`src/rtl/simon_game_ctrl.sv`:
```
// Simon Says sequencer: latches the colour sequence, drives the display block, checks presses, declares win/lose.
// Registered outputs track the state entered on each edge; no backpressure, presses outside WAIT_IN are dropped.
module simon_game_ctrl #(
    parameter int unsigned TIMEOUT_CYCLES = 50_000_000,
    parameter int unsigned GAP_CYCLES     = 2_500_000,
    parameter int unsigned MAX_ROUND      = 15
) (
    input  logic        clk,
    input  logic        rst_n,
    input  logic        start,
    input  logic [31:0] seed,
    input  logic        btn_valid,
    input  logic [1:0]  btn_colour,
    input  logic        complete_display,
    output logic        rst_display,
    output logic        en_display,
    output logic [31:0] seq_out,
    output logic [3:0]  round_ctr,
    output logic        busy,
    output logic        win,
    output logic        lose
);
    localparam int unsigned TMAX = (TIMEOUT_CYCLES > GAP_CYCLES) ? TIMEOUT_CYCLES : GAP_CYCLES;
    localparam int TW = $clog2(TMAX);
    localparam logic [TW-1:0] TIMEOUT_LAST = TW'(TIMEOUT_CYCLES - 1);
    localparam logic [TW-1:0] GAP_LAST     = TW'(GAP_CYCLES - 1);
    localparam logic [3:0]    MAX_R        = 4'(MAX_ROUND);

    typedef enum logic [2:0] {
        S_IDLE, S_SHOW, S_CLR, S_WAIT_IN, S_GAP, S_WIN, S_LOSE
    } state_t;

    state_t          state_q, state_d;
    logic [31:0]     seq_q, seq_d;
    logic [3:0]      round_q, round_d;
    logic [3:0]      in_pos_q, in_pos_d;
    logic [TW-1:0]   timer_q, timer_d;
    logic            rst_display_q, rst_display_d;
    logic            en_display_q, en_display_d;
    logic            busy_q, busy_d;
    logic            win_q, win_d;
    logic            lose_q, lose_d;
    logic [1:0]      exp_colour;

    assign exp_colour = seq_q[{in_pos_q, 1'b0} +: 2];

    always_comb begin
        state_d  = state_q;
        seq_d    = seq_q;
        round_d  = round_q;
        in_pos_d = in_pos_q;
        timer_d  = timer_q;
        case (state_q)
            S_IDLE, S_WIN, S_LOSE: begin
                if (start) begin
                    seq_d   = seed;
                    round_d = 4'd0;
                    state_d = S_SHOW;
                end
            end
            S_SHOW: begin
                if (complete_display) state_d = S_CLR;
            end
            S_CLR: begin
                in_pos_d = 4'd0;
                timer_d  = '0;
                state_d  = S_WAIT_IN;
            end
            S_WAIT_IN: begin
                // A press on the timeout cycle wins over the timeout.
                if (btn_valid) begin
                    timer_d = '0;
                    if (btn_colour != exp_colour) begin
                        state_d = S_LOSE;
                    end else if (in_pos_q != round_q) begin
                        in_pos_d = in_pos_q + 4'd1;
                    end else if (round_q == MAX_R) begin
                        state_d = S_WIN;
                    end else begin
                        round_d = round_q + 4'd1;
                        state_d = S_GAP;
                    end
                end else if (timer_q == TIMEOUT_LAST) begin
                    state_d = S_LOSE;
                end else begin
                    timer_d = timer_q + 1'b1;
                end
            end
            S_GAP: begin
                if (timer_q == GAP_LAST) begin
                    timer_d = '0;
                    state_d = S_SHOW;
                end else begin
                    timer_d = timer_q + 1'b1;
                end
            end
            default: state_d = S_IDLE;
        endcase

        rst_display_d = (state_d != S_SHOW);
        en_display_d  = (state_d == S_SHOW);
        busy_d        = (state_d == S_SHOW) || (state_d == S_WAIT_IN) || (state_d == S_GAP);
        win_d         = (state_d == S_WIN);
        lose_d        = (state_d == S_LOSE);
    end

    always_ff @(posedge clk or negedge rst_n) begin
        if (!rst_n) begin
            state_q       <= S_IDLE;
            seq_q         <= '0;
            round_q       <= '0;
            in_pos_q      <= '0;
            timer_q       <= '0;
            rst_display_q <= 1'b1;
            en_display_q  <= 1'b0;
            busy_q        <= 1'b0;
            win_q         <= 1'b0;
            lose_q        <= 1'b0;
        end else begin
            state_q       <= state_d;
            seq_q         <= seq_d;
            round_q       <= round_d;
            in_pos_q      <= in_pos_d;
            timer_q       <= timer_d;
            rst_display_q <= rst_display_d;
            en_display_q  <= en_display_d;
            busy_q        <= busy_d;
            win_q         <= win_d;
            lose_q        <= lose_d;
        end
    end

    assign rst_display = rst_display_q;
    assign en_display  = en_display_q;
    assign seq_out     = seq_q;
    assign round_ctr   = round_q;
    assign busy        = busy_q;
    assign win         = win_q;
    assign lose        = lose_q;
endmodule

```
`config.mk`:
```
export PLATFORM = sky130hd
export DESIGN_NAME = simon_game_ctrl
export DESIGN_NICKNAME = d
export VERILOG_FILES = /design/src/rtl/simon_game_ctrl.sv
export SDC_FILE = /design/constraint.sdc
export NUM_CORES = 1
export LEC_CHECK = 0
export CAP_MARGIN = 5
export CORE_MARGIN = 4
export CORE_UTILIZATION = 54
export DETAILED_ROUTE_END_ITERATION = 12
export MAX_ROUTING_LAYER = met4
export PLACE_DENSITY = 0.93
export SETUP_SLACK_MARGIN = 0.1
export SLEW_MARGIN = 20
export SYNTH_ARGS = -nofsm -noshare
export SYNTH_HDL_FRONTEND = slang
export SYNTH_SLANG_ARGS = --single-unit
```
`constraint.sdc`:
```
create_clock -name clk -period 6.2 [get_ports clk]
set_input_delay 1.24 -clock clk [delete_from_list [all_inputs] [get_ports clk]]
set_output_delay 1.24 -clock clk [all_outputs]
set_load 0.01 [all_outputs]
```
Word level (Yosys, flattened, before mapping) --
Cells that the tools add are included.
Operators by class: $add $sub $neg 3, $mul 0, divide/modulo/power cells 0, order comparisons 0, equality and inequality tests 24, shifts and indexed selects 1, multiplexer cells 23, bitwise gates (word level) 0, reduce and logical (&&, ||, !) cells 11
Operators with widths (number):
- two-way mux 26 bit | 3
- case mux 26 bit (3 select lines) | 1
- two-way mux 4 bit | 8
- indexed part select 32 x 6 -> 2 bit | 1
- adder 26 x 1 -> 26 bit (second input constant) | 1
- == test 26 x 22 -> 1 bit (second input constant) | 1
- == test 26 bit (second input constant) | 1
- two-way mux 3 bit | 7
- == test 3 bit (second input constant) | 6
- case mux 4 bit (2 select lines) | 2
- case mux 3 bit (5 select lines) | 1
- != test 2 bit (second input constant) | 6
- == test 3 x 2 -> 1 bit (second input constant) | 3
- adder 4 x 1 -> 4 bit (second input constant) | 2
- == test 3 x 1 -> 1 bit (second input constant) | 2
- AND reduction 6 bit | 1
- == test 4 bit (second input constant) | 1
- != test 4 bit | 1
- AND reduction 2 bit | 2
- AND reduction 4 bit | 1
- nonzero test 2 bit | 2
- logical NOT 3 bit | 1
- != test 3 x 1 -> 1 bit (second input constant) | 1
- != test 3 bit (second input constant) | 1
- other kinds (5) | 6
Word-level totals: register bits 74, latch bits 0, memory bits (writable) 0, memory bits (read-only) 0, bits of input ports 39, output and inout bits 41, word-level logic and storage cells 72, memories kept 0

Longest topological paths before layout --
depth after elaboration 9, gate-level depth with buffers 9, mapped depth without buffers 8

Worst setup path after synthesis --
OpenSTA, ideal clock, no wires.
path type reg2reg, start register in_pos_q[0], end register round_q[3], in the netlist round_ctr[3], setup time 80 ps, arrival 2798 ps, data required time 6120 ps, slack 3322 ps, cell stages (with the launch flop) 9, path buffers 1, period minus slack after synthesis 2878 ps, cells stage by stage dfrtp_1 buf_6 mux4_2 mux4_2 xor2_1 nor4b_4 a41oi_2 or3_1 a21oi_1
On the way: cells in the longest elaborated chain, start to end 4, elaborated cells on any way between the ends 6, those cells by class 4 x eq/ne; 1 x shift; 1 x reduce/logical
Ends and longest elaborated chain:
- start: declaration | line 36 | logic [3:0] in_pos_q, in_pos_d;
- start signal: assignment | line 123 | in_pos_q <= in_pos_d;
- indexed part select 32 x 6 -> 2 bit | line 45 | assign exp_colour = seq_q[{in_pos_q, 1'b0} +: 2];
- != test 2 bit | line 73 | if (btn_colour != exp_colour) begin
- != test 2 bit (no source line)
- AND reduction 6 bit (no source line) *
- end signal: assignment | line 122 | round_q <= round_d;
- end: declaration | line 35 | logic [3:0] round_q, round_d;
Every way passes the cells marked *; elsewhere a longest branch is shown, timed or not. A chain may end at the register's enable or synchronous reset.

Worst setup path after layout --
start input port btn_valid, end register timer_q[15]
On the way: cells in the longest elaborated chain, start to end 2, elaborated cells on any way between the ends 4, those cells by class 1 x eq/ne; 2 x mux; 1 x reduce/logical
Ends and longest elaborated chain:
- start: declaration | line 12 | input logic btn_valid,
- two-way mux 26 bit or != test 3 bit (tied branches)
- case mux 26 bit (3 select lines) or AND reduction 2 bit (tied branches)
- end signal: assignment | line 124 | timer_q <= timer_d;
- end: declaration | line 37 | logic [TW-1:0] timer_q, timer_d;
Several ways; a longest one is shown, not always the timed one.

==> flow_metrics.env <==
export IMPL_status="complete, no violations"
export IMPL_yosys_area_top_type_share_pct=46.8
export IMPL_clkTransAtPathRegs_ps=80
export IMPL_ctsResizeCount=0
export IMPL_dpl_cell_area_mm2=0.00475
export IMPL_syn2layout_area_growth_pct=27.1
export IMPL_finalSetupViolCount=0
export IMPL_grt_pass1_wl_um=16600
export IMPL_cts_hold_buf=0
export IMPL_multi_input_area_mm2=0.00194
export IMPL_num_antenna_cells=0
export IMPL_ys_seq_area_share_pct=47.5
export IMPL_drive_above_1_share_pct=14.9
export IMPL_cts_sinks=74
export IMPL_netlist_area_mm2=0.00390
export IMPL_grt_most_used_layer="met2"
export IMPL_hold_class="flop to flop"
export IMPL_n_fill_cell=468
export IMPL_grt_pass1_vias=3377
export IMPL_grt_max_degree=75
export IMPL_drt_antenna_violating_nets=0
export IMPL_rows=30
export IMPL_cp_start_kind="input port"
export IMPL_skew_ps=9.76
export IMPL_critPathCaptureType="flop"
export IMPL_yosysMostFrequentCell="dfrtp_1"
export IMPL_drtIter0Drc=335
export IMPL_finalNonFillerCells=540
export IMPL_register_area_mm2=0.00185
export IMPL_place_inst=524
export IMPL_setup_tns_ps=0
export IMPL_routed_wirelength_um=9890
export IMPL_hold_depth=1
export IMPL_fin_area_mm2=0.00496
export IMPL_yosys_area_top_type="dfrtp_1"
export IMPL_r2r_start="in_pos_q[0]"
export IMPL_die_w_um=93.0
export IMPL_period_share_pct=55.8
export IMPL_yosysWarnings=0
export IMPL_drc_errors=0
export IMPL_use_met3_pct=4.99
export IMPL_r2r_end="in_pos_q[3]"
export IMPL_worstPathMaxFanout=17
export IMPL_max_freq_mhz=289
export IMPL_ir_drop_mv=0.226
export IMPL_met1_usage_pct=29.4
export IMPL_rsz0062_at_grt="false"
export IMPL_clock_latency_ps=350
export IMPL_numCtsBuffers=9
export IMPL_cts_root_buf="clkbuf_8"
export IMPL_die_h_um=93.0
export IMPL_fin_crit_ps=3460
export IMPL_setup_ws_ps=2740
export IMPL_dp_hpwl_um=7050
export IMPL_crit_required_ps=6440
export IMPL_cts_setup_buffers=0
export IMPL_ios=80
export IMPL_arrival_ps=3690
export IMPL_maxCapViolCount=0
export IMPL_cts_tree="yes"
export IMPL_slew_limit_headroom_pct=34.9
export IMPL_die_area_mm2=0.00866
export IMPL_globalplace_congestion=0.903
export IMPL_synth_async_reset_ratio_pct=100
export IMPL_drv_slew=0
export IMPL_synth_edf_count=0
export IMPL_synth_seq_cells=74
export IMPL_cellLeakagePower_nw=1.96
export IMPL_holdWs_ps=535
export IMPL_drt_pass1_iterations=7
export IMPL_finalPower_mw=2.27
export IMPL_core_mm2=0.00691
export IMPL_cts_max_level=3
export IMPL_dp_slack_ps=2430
export IMPL_grtUsageMet2_pct=43.3
export IMPL_via_per_inst=6.06
export IMPL_powerDensity_mw_per_mm2=457
export IMPL_grt_ovfl_total=0
export IMPL_hold_viol_final=0
export IMPL_tightest_slew_ps=970
export IMPL_nets=481
export IMPL_final_util_pct=71.9
export IMPL_synth_net_count=408
export IMPL_portBuffers=79
export IMPL_crit_type="input port to flop"
export IMPL_yosys_cell_types_count=53
export IMPL_holdPathEnd="seq_out[10]"
export IMPL_synth_area_leaders="dfrtp_1, mux2_2, nor2_1"
export IMPL_drt_wirelength_per_cell_um=18.3
export IMPL_clockBufferDepth=2
export IMPL_hold_start="seq_out[10]"
export IMPL_antenna_found_initial=0
export IMPL_postSynthAreaPerCell_um2=10.7
export IMPL_initial_core_util_pct=56.5
export IMPL_r2r_slack_ps=2760
export IMPL_synth_common_cells="dfrtp_1, nor2_1, mux2_2, o21ai_0"
export IMPL_grt_util_all_layers_pct=25.1
export IMPL_synthFlopType="dfrtp_1"
export IMPL_syn_inst=366
export IMPL_r2r_cells=7
export IMPL_vias=3272
## critical path, stage by stage
cell and delay [ps]:
clkdlybuf4s50_1 650, o32a_1 590, nor2b_1 740, o22ai_1 190
a22o_1 280
## worst max-delay path by stage
| stage | start | endpoint |
|---|---|---|
| floorplan | in_pos_q[0] | round_ctr[3] |
| global placement | btn_valid | timer_q[15] |
| detailed placement | btn_valid | timer_q[15] |
| CTS | in_pos_q[0] | in_pos_q[3] |
| global route | btn_valid | timer_q[15] |
| finish | btn_valid | timer_q[15] |
## kinds of logic after synthesis
family | count (synthesis) | synth area share (%)
and+or+nand+nor | 131 | 18.3
muxes | 46 | 15.3
xor gates and xnor gates | 18 | 4.04
AOI/OAI and AO/OA | 66 | 11.1
adders and majority gates | 3 | 0.961
buffers and inverters | 28 | 2.88
DFF | 74 | 47.5
## cells in the final DEF, fill, tap and decap left out, types with 3 or more instances in the layout
cell,count
a21oi_1,12
a31oi_1,7
and2_1,4
and3_1,4
buf_4,3
clkbuf_1,4
clkbuf_8,10
clkdlybuf4s50_1,78
dfrtp_1,73
ha_1,3
inv_1,8
mux2_2,33
mux2i_1,6
mux4_2,5
nand2_1,19
nand2b_1,6
nand3_1,11
nand4_1,7
nand4b_1,3
nor2_1,35
nor2b_1,7
nor3_1,6
nor4_1,9
nor4b_1,3
o21ai_0,21
o31ai_1,6
or2_2,3
or3_1,5
or4_1,3
xnor2_1,12
xor2_1,6
## sequential cells by signal (all words and copies together) (netlist names)
name,flops
rst_display,1
seq_out,32
round_ctr,4
busy,1
in_pos_q,4
lose,1
state_q,3
timer_q,26
win,1
en_display,1
## report_power, final
group          switching [mW]  leakage, nW  internal [mW]
Combinational           0.505        0.908          0.562
Clock                   0.172        0.105          0.239
Sequential              0.156        0.951          0.633
Total                   0.833         1.96           1.43
## layout make-up
class                   count  area share (%)
repair buffers             82            16.3
multi-input cells         264            39.1
clock inverters             2            1.21
clock buffers              14            3.08
inverters                   8           0.605
flip-flops and latches     74            37.3
well taps                  96            2.42
## per-layer routing
metal | part of all wire, % | up-vias
met1 | 39 | 1602
met5 | 0 | -
met2 | 53 | 152
met4 | 3.1 | 0
li1 | - | 1485
met3 | 5.5 | 33
(Power assumes the default switching activity.)
